[config.mk]
export PLATFORM = sky130hd
export DESIGN_NAME = ddr3_rdcal_ctrl
export DESIGN_NICKNAME = d
export VERILOG_FILES = /design/src/rtl/ddr3_rdcal_ctrl.sv
export SDC_FILE = /design/constraint.sdc
export NUM_CORES = 1
export LEC_CHECK = 0
export ABC_CLOCK_PERIOD_IN_PS = 1880
export CORE_MARGIN = 4
export CORE_UTILIZATION = 35
export CTS_BUF_LIST = sky130_fd_sc_hd__clkbuf_8
export DETAILED_ROUTE_END_ITERATION = 10
export HOLD_SLACK_MARGIN = 0.1
export SKIP_CTS_REPAIR_TIMING = 1
export SLEW_MARGIN = 20
export SYNTH_ARGS = -nofsm -noshare
export SYNTH_HDL_FRONTEND = slang
export SYNTH_SLANG_ARGS = --single-unit
[constraint.sdc]
create_clock -name clock -period 1.88 [get_ports clock]
set_input_delay 0.188 -clock clock [delete_from_list [all_inputs] [get_ports clock]]
set_output_delay 0.188 -clock clock [all_outputs]
set_load 0.01 [all_outputs]
[src/rtl/ddr3_rdcal_ctrl.sv]
// ddr3_rdcal_ctrl
//   Read-capture calibration controller for the DDR IOB/IDES4 layer. For each
//   candidate word-alignment shift (0..3) it applies the shift to every lane
//   that is still unlocked, lets the IOBs settle, and issues BURSTS pattern
//   reads. Each captured beat is compared against PAT_Q0/PAT_Q1 per lane. A lane
//   that sees no mismatch is locked at that shift. The sweep ends when every lane
//   is locked or when shift 3 has been tried.
//
// Ports
//   clock, reset_n        : bus clock (IOB PCLK domain), async active-low reset
//   start                 : one-cycle pulse; only honoured while idle
//   busy / done / fail    : status; done and fail stay set until the next start
//   lane_ok[LANES]        : per-lane lock flags
//   shift[2*LANES]        : per-lane SHIFT; lane i is shift[2i+1:2i]
//   rd_req / rd_ack       : pattern-read request handshake
//   rd_valid, rd_q0, rd_q1: captured beats, lane-packed 8 bits per lane
//   state_dbg             : current FSM state encoding, for observation only
//
// Handshake: rd_req stays high until a cycle in which rd_ack is high. That
// cycle is the transfer (it counts even if rd_ack was already high when rd_req
// rose), and rd_req is low from the next cycle on. rd_valid has no back-pressure.
// It is only looked at while a burst is being captured.
module ddr3_rdcal_ctrl #(
  parameter int          LANES   = 2,
  parameter int          BEATS   = 4,
  parameter int          BURSTS  = 4,
  parameter int          SETTLE  = 8,
  parameter int          TIMEOUT = 64,
  parameter logic [7:0]  PAT_Q0  = 8'h00,
  parameter logic [7:0]  PAT_Q1  = 8'hFF
) (
  input  logic                 clock,
  input  logic                 reset_n,
  input  logic                 start,
  output logic                 busy,
  output logic                 done,
  output logic                 fail,
  output logic [LANES-1:0]     lane_ok,
  output logic [2*LANES-1:0]   shift,
  output logic                 rd_req,
  input  logic                 rd_ack,
  input  logic                 rd_valid,
  input  logic [8*LANES-1:0]   rd_q0,
  input  logic [8*LANES-1:0]   rd_q1,
  output logic [2:0]           state_dbg
);

  localparam int SW = $clog2(SETTLE + 1);
  localparam int BW = $clog2(BEATS + 1);
  localparam int RW = $clog2(BURSTS + 1);
  localparam int TW = $clog2(TIMEOUT + 1);

  typedef enum logic [2:0] {
    S_IDLE = 3'd0,
    S_SET  = 3'd1,
    S_REQ  = 3'd2,
    S_CAPT = 3'd3,
    S_EVAL = 3'd4,
    S_FIN  = 3'd5
  } state_t;

  state_t           state, state_nxt;
  logic [1:0]       cand;
  logic [SW-1:0]    settle_cnt;
  logic [BW-1:0]    beat_cnt;
  logic [RW-1:0]    burst_cnt;
  logic [TW-1:0]    to_cnt;
  logic [LANES-1:0] mism;
  logic [LANES-1:0] lane_bad;
  logic [LANES-1:0] new_lock;
  logic             settle_end;
  logic             last_beat;
  logic             last_burst;
  logic             to_hit;
  logic             all_locked;
  logic             sweep_end;

  always_comb begin
    lane_bad = '0;
    for (int i = 0; i < LANES; i++) begin
      lane_bad[i] = (rd_q0[8*i +: 8] != PAT_Q0) || (rd_q1[8*i +: 8] != PAT_Q1);
    end
  end

  assign settle_end = (settle_cnt == SW'(SETTLE - 1));
  assign last_beat  = (beat_cnt == BW'(BEATS - 1));
  assign last_burst = (burst_cnt == RW'(BURSTS - 1));
  // The timeout only guards the wait for the first beat of a burst.
  assign to_hit     = (beat_cnt == '0) && (to_cnt == TW'(TIMEOUT - 1));
  assign new_lock   = ~lane_ok & ~mism;
  assign all_locked = &(lane_ok | new_lock);
  assign sweep_end  = all_locked || (cand == 2'd3);

  // Combinational so that an asynchronous reset drops the request immediately.
  assign rd_req    = (state == S_REQ);
  assign state_dbg = state;

  always_ff @(posedge clock or negedge reset_n) begin
    if (!reset_n) state <= S_IDLE;
    else          state <= state_nxt;
  end

  always_comb begin
    state_nxt = state;
    case (state)
      S_IDLE: if (start) state_nxt = S_SET;
      S_SET:  if (settle_end) state_nxt = S_REQ;
      S_REQ:  if (rd_ack) state_nxt = S_CAPT;
      S_CAPT: begin
        if (rd_valid) begin
          if (last_beat) state_nxt = last_burst ? S_EVAL : S_REQ;
        end else if (to_hit) begin
          state_nxt = S_IDLE;
        end
      end
      S_EVAL: state_nxt = sweep_end ? S_FIN : S_SET;
      S_FIN:  state_nxt = S_IDLE;
      default: state_nxt = S_IDLE;
    endcase
  end

  always_ff @(posedge clock or negedge reset_n) begin
    if (!reset_n) begin
      busy       <= 1'b0;
      done       <= 1'b0;
      fail       <= 1'b0;
      lane_ok    <= '0;
      shift      <= '0;
      cand       <= '0;
      settle_cnt <= '0;
      beat_cnt   <= '0;
      burst_cnt  <= '0;
      to_cnt     <= '0;
      mism       <= '0;
    end else begin
      case (state)
        S_IDLE: begin
          if (start) begin
            done       <= 1'b0;
            fail       <= 1'b0;
            lane_ok    <= '0;
            shift      <= '0;
            cand       <= '0;
            settle_cnt <= '0;
            busy       <= 1'b1;
          end
        end
        S_SET: begin
          // Locked lanes keep the shift they were frozen at.
          for (int i = 0; i < LANES; i++) begin
            if (!lane_ok[i]) shift[2*i +: 2] <= cand;
          end
          if (settle_end) begin
            settle_cnt <= '0;
            mism       <= '0;
            burst_cnt  <= '0;
          end else begin
            settle_cnt <= settle_cnt + 1'b1;
          end
        end
        S_REQ: begin
          if (rd_ack) begin
            beat_cnt <= '0;
            to_cnt   <= '0;
          end
        end
        S_CAPT: begin
          if (rd_valid) begin
            mism <= mism | lane_bad;
            if (last_beat) begin
              beat_cnt  <= '0;
              burst_cnt <= burst_cnt + 1'b1;
            end else begin
              beat_cnt <= beat_cnt + 1'b1;
            end
          end else if (beat_cnt == '0) begin
            if (to_hit) begin
              fail <= 1'b1;
              done <= 1'b1;
              busy <= 1'b0;
            end else begin
              to_cnt <= to_cnt + 1'b1;
            end
          end
        end
        S_EVAL: begin
          // shift already holds cand for every unlocked lane, so locking only
          // needs the flag.
          lane_ok    <= lane_ok | new_lock;
          settle_cnt <= '0;
          if (!sweep_end) cand <= cand + 2'd1;
        end
        S_FIN: begin
          done <= 1'b1;
          fail <= ~&lane_ok;
          busy <= 1'b0;
        end
        default: ;
      endcase
    end
  end

endmodule
=== Yosys cells after proc, flatten, opt, wreduce, memory -nomap -nowiden ===
Cells that the tools add are included.

* Bits in registers: 33
* Bits in latches: 0
* RAM bits: 0
* ROM bits: 0
* Input bits: 37
* Output and inout bits: 13
* Word-level logic and storage cells: 123
* Memories kept: 0

* Add/sub/neg operators: 5
* Multipliers: 0
* Div/mod/pow operators: 0
* Order comparisons: 0
* Eq/ne operators: 26
* Shifts and indexed selects: 0
* Muxes and demuxes: 46
* Bitwise operators: 5
* Reduce and logical (&&, ||, !) cells: 28

{| class="wikitable"
|+ Operators with widths
! cell !! count
|-
| $mux W3 || 14
|-
| $mux W7 || 4
|-
| $ne A2 B2 Y1 const B || 11
|-
| $ne A8 B8 Y1 const B || 2
|-
| $reduce_bool A8 Y1 || 2
|-
| $pmux W3 S5 || 1
|-
| $reduce_and A3 Y1 || 5
|-
| $reduce_and A5 Y1 || 3
|-
| $pmux W7 S2 || 1
|-
| $eq A3 B2 Y1 const B || 4
|-
| $mux W2 || 6
|-
| $pmux W2 S2 || 3
|-
| $pmux W3 S2 || 2
|-
| $pmux W4 S3 || 1
|-
| $pmux W1 S3 || 3
|-
| $mux W1 || 8
|-
| $mux W4 || 2
|-
| $pmux W4 S2 || 1
|-
| $reduce_and A2 Y1 || 4
|-
| $reduce_bool A2 Y1 || 4
|-
| $add A7 B1 Y7 const B || 1
|-
| $eq A7 B6 Y1 const B || 1
|-
| $add A3 B1 Y3 const B || 2
|-
| $eq A3 B3 Y1 const B || 2
|-
| 16 further kinds || 23
|}

=== Depth between registers and ports, before layout ===
* Word-level depth: 7
* Mapped depth: 6
* Depth with buffers taken out: 6

=== Worst setup path after synthesis ===
OpenSTA, ideal clock, no wires.

* Kind: register -> register
* Start point: register state[2], in the netlist state_dbg[2]
* End point: register to_cnt[2]
* Library setup time: 124 ps
* Data arrival time: 1,371 ps
* Required time: 1,756 ps
* Slack: 385 ps
* Cell stages (with the launch flop): 6
* Buffers on the path: 1
* Clock period less this slack: 1,495 ps
* Cell sequence: dfrtp_1 > buf_2 > clkinv_2 > nand2_1 > o31a_2 > a211o_1

* Cells in the longest elaborated chain, start to end: 3
* Elaborated cells on any way between the ends: 9
* Those cells by class: eq/ne (6); mux (1); reduce/logical (2)

{| class="wikitable"
|+ Ends and longest elaborated chain
! what !! RTL line !! RTL
|-
| start, declared || 62 || <nowiki>state_t state, state_nxt;</nowiki>
|-
| start signal, assigned || 100 || <nowiki>else state <= state_nxt;</nowiki>
|-
| $eq A3 B2 Y1 || 136 || <nowiki>case (state)</nowiki>
|-
| $ne A2 B2 Y1 (no source line) (tied with other cells) || n/a ||
|-
| $reduce_and A5 Y1 (no source line) || n/a ||
|-
| end signal, assigned || 182 || <nowiki>to_cnt <= to_cnt + 1'b1;</nowiki>
|-
| end, declared || 67 || <nowiki>logic [TW-1:0] to_cnt;</nowiki>
|}

Parallel ways exist; a longest one is shown, timed or not.
A chain may end at the register's enable or synchronous reset.

=== Worst setup path after layout ===
* Start point: register state[0], in the netlist state_dbg[0]
* End point: output state_dbg[0]

{| class="wikitable"
|+ RTL lines
! what !! RTL line !! RTL
|-
| end, declared || 45 || <nowiki>output logic [2:0] state_dbg</nowiki>
|}

No word-level cell between the ends.

==> results.md <==
- The run finished with clean final reports.
- The warning count from the yosys run is 0.
- Of the cells placed in the final design, the portion with a size suffix greater than 1 is 0.120.
- The clock-pin transition on the worst setup and hold timing paths is 70 ps.
- The height of the die is 81.2 microns.
- The proportion of synthesized chip area in sequential cells is 0.440.
- The critical path startpoint category is a register.
- For the pin with the worst max-slew slack, the measured transition is 416 ps.
- The cell count after synthesis is 195.
- The worst setup path category is reg2out.
- The remaining global-route overflow is 0.
- The tightest min-delay check is of the in2async type.
- The required time of the critical path is between 1500 and 2000 ps.
- The number of H-tree branching levels is 2.
- STA puts the critical path data arrival time at around 1600 ps.
- The tree built by TritonCTS fans out to 33 sinks.
- For this configuration, the core starts out at a cell density of 0.365.
- The worst register-to-register path begins at state_dbg[0].
- The detailed placement HPWL is between 3000 and 4000 microns.
- TritonCTS built the clock tree.
- No sink is reached through more buffers than the 2 on the longest clock path.
- In the routed design, unresolved DRC markers number 0.
- For this design the static power due to leakage is 1.17 nW.
- Subtracting the final worst setup slack from the clock period gives 1780 ps.
- The total number of vias is 1662.
- The number of buffer cells added on primary ports is just under 50.
- The endpoint class of the critical path is an output pin.
- Routability-driven placement finished with a final weighted congestion of between 0.7 and 0.8.
- Synthesis produced a netlist with a net count of 239.
- In this run, distinct cell masters in the synthesized netlist total 43.
- The floorplan step set the die width to between 80 and 90 microns.
- Row generation in the floorplan step produced 26 rows.
- The headroom to the max-slew limit is 0.722.
- The number of optimization iterations in the first detailed-route pass is 4.
- The area of the core region is around 5000 sq um.
- The root cell of the clock tree is sky130_fd_sc_hd__clkbuf_8.
- The share of flip-flops with an asynchronous set or reset is 1.00.
- The aggregate global-route resource usage is 0.152.
- In this run the cell area of the synthesized design comes to between 1500 and 2000 sq um.
- The total negative slack is 0 ps.
- The total clock buffers created by CTS is 5.
- The pin count of the biggest net entering global routing is 34.
- The number of violations reported at the end of detailed-routing iteration 0 is 89.
- Setup repair after global routing left no endpoint under its margin.
- The power per cell area is about 1100 nW/um^2.
- The post-place setup slack is about 140 ps.
- The final clock period utilization by the worst path is 0.946.
- Wires add up to roughly 4500 microns.
- The largest fanout of any net on the critical path is 12.
- The number of hold violations in the final report is 0.
- The average wire per cell in the routed design is between 10 and 15 microns.
- Setup violations remaining at the end of the flow were counted as 0.
- The mean instance size in the synthesized netlist is a little under 10 sq um.
- The area growth from synthesis to layout is 38.1%.
- The max-slew violation count is 0.
- For the final database, setup skew stands at ~4.5 ps.
- For this run, the leading register cell type out of synthesis is sky130_fd_sc_hd__dfrtp_1.
- The startpoint of the most critical setup path is state_dbg[0].
- The count of maximum capacitance violations is 0.
- The first global-routing pass estimated approximately 7700 microns of wire.
- The via density per instance is a little over 5.
- The number of nets in the layout is 301.
- The total non-filler cell area in the finished layout is 2590 sq um.
- The total power draw is roughly 2.9 mW.
- The number of synthesized register bits is 33.
- The maximum resistive drop on vdd is between 0.3 and 0.4 mV.
- Leaving out fill and tap cells, the most frequent cell in the layout is sky130_fd_sc_hd__clkdlybuf4s50_1.
- The number of global-route vias before repair was 1672.
- The initial antenna violation count is 0.
- The synthesized design contains 0 enable-type register cells.
- 50 I/O pins were placed.
- After filler insertion, the fill cell instance count of the layout stands at between 500 and 600.
- The post-detailed-placement cell area is roughly 2500 sq um.
- The diode insertion count for antenna repair is 0.
- The top cell types in the final layout, fill and taps aside, are sky130_fd_sc_hd__clkdlybuf4s50_1, sky130_fd_sc_hd__dfrtp_1, sky130_fd_sc_hd__nand2_1, sky130_fd_sc_hd__o21ai_0, sky130_fd_sc_hd__nor2_1.
- The die footprint is ~6600 sq um.
- The highest clock frequency the design can meet is roughly 560 MHz.
- The detail route stage leaves a number of antenna-violating nets equal to 0.
- The setup slack after layout is around 100 ps.
- The clock reaches the later pin of the worst-skew pair after between 200 and 300 ps.
## logic make-up after synthesis
logic type      share of synthesized area
simple gates                        0.246
buf+inv                            0.0274
fa+ha+maj                          0.0467
mux                                0.0580
flops                               0.440
xor+xnor                          0.00467
compound gates                      0.177
## metrics by stage
stage | instances | util | hold slack (ps)
4_1_cts | 328 | 0.504 | 322
5_1_grt | 328 | 0.504 | 363
3_3_place_gp | 320 | 0.488 | 461
3_5_place_dp | 320 | 0.488 | 467
2_1_floorplan | 195 | - | -108
6_report | 328 | 0.504 | 309
## synth_stat cells, drive strengths merged (3+ instances only)
cell type,instances,area (sq um)
nand3,8,40.0
inv,5,18.8
nand2b,4,25.0
o21ai,16,80.1
nor3,9,45.0
dfrtp,33,826
nor2b,9,56.3
and3,3,18.8
a22o,5,43.8
buf,5,27.5
and2,3,18.8
ha,7,87.6
o21a,3,22.5
a21o,3,22.5
nor4,5,31.3
nand2,18,67.6
mux2i,3,30.0
a21oi,5,25.0
nor2,13,48.8
o211ai,3,27.5
mux2,7,78.8
nor3b,4,40.0
nand4,3,18.8
## worst paths after layout
path / endpoint / slack [ps] / cells past startpoint
max in group asynchronous: state_dbg[2] / 1250 / 2
min: busy / 310 / 2
min in group clock: burst_cnt[2] / 480 / 1
min reg2reg: burst_cnt[2] / 480 / 1
max reg2reg: to_cnt[2] / 230 / 4
max: state_dbg[0] / 100 / 2
## power breakdown
part / internal [mW] / switching, mW / total, mW
logic: 0.675 / 0.633 / 1.31
clock network: 0.246 / 0.251 / 0.497
registers: 0.892 / 0.204 / 1.10
total: 1.81 / 1.09 / 2.90
## worst max-delay path, cell delays in order, from the launching register on
cell	delay [ps]
sky130_fd_sc_hd__dfrtp_1	550
sky130_fd_sc_hd__buf_4	210
sky130_fd_sc_hd__clkdlybuf4s50_1	550
## final cells by class
cell class	instances	area (sq um)	area share
well taps	70	87.6	0.0338
flip-flops and latches	33	827	0.319
multi-input cells	151	998	0.386
clock buffers	5	68.8	0.0266
repair buffers	60	573	0.221
clock inverters	3	11.3	0.00435
inverters	6	23.8	0.00918
## metal layers
| metal | vias to the layer above | track usage | part of all wire |
|---|---|---|---|
| li1 | 838 | - | - |
| met1 | 765 | 0.188 | 0.46 |
| met2 | 53 | 0.254 | 0.46 |
| met3 | 6 | 0.0399 | 0.069 |
| met4 | 0 | 0.0557 | 0.016 |
| met5 | - | 0 | 0 |
## registers in the layout, indices dropped and copies added (netlist names), 2 cells and up
signal      cells
to_cnt          7
settle_cnt      4
shift           4
beat_cnt        3
burst_cnt       3
state_dbg       3
cand            2
lane_ok         2
mism            2
Note: power is estimated with default switching activity, not from simulation.
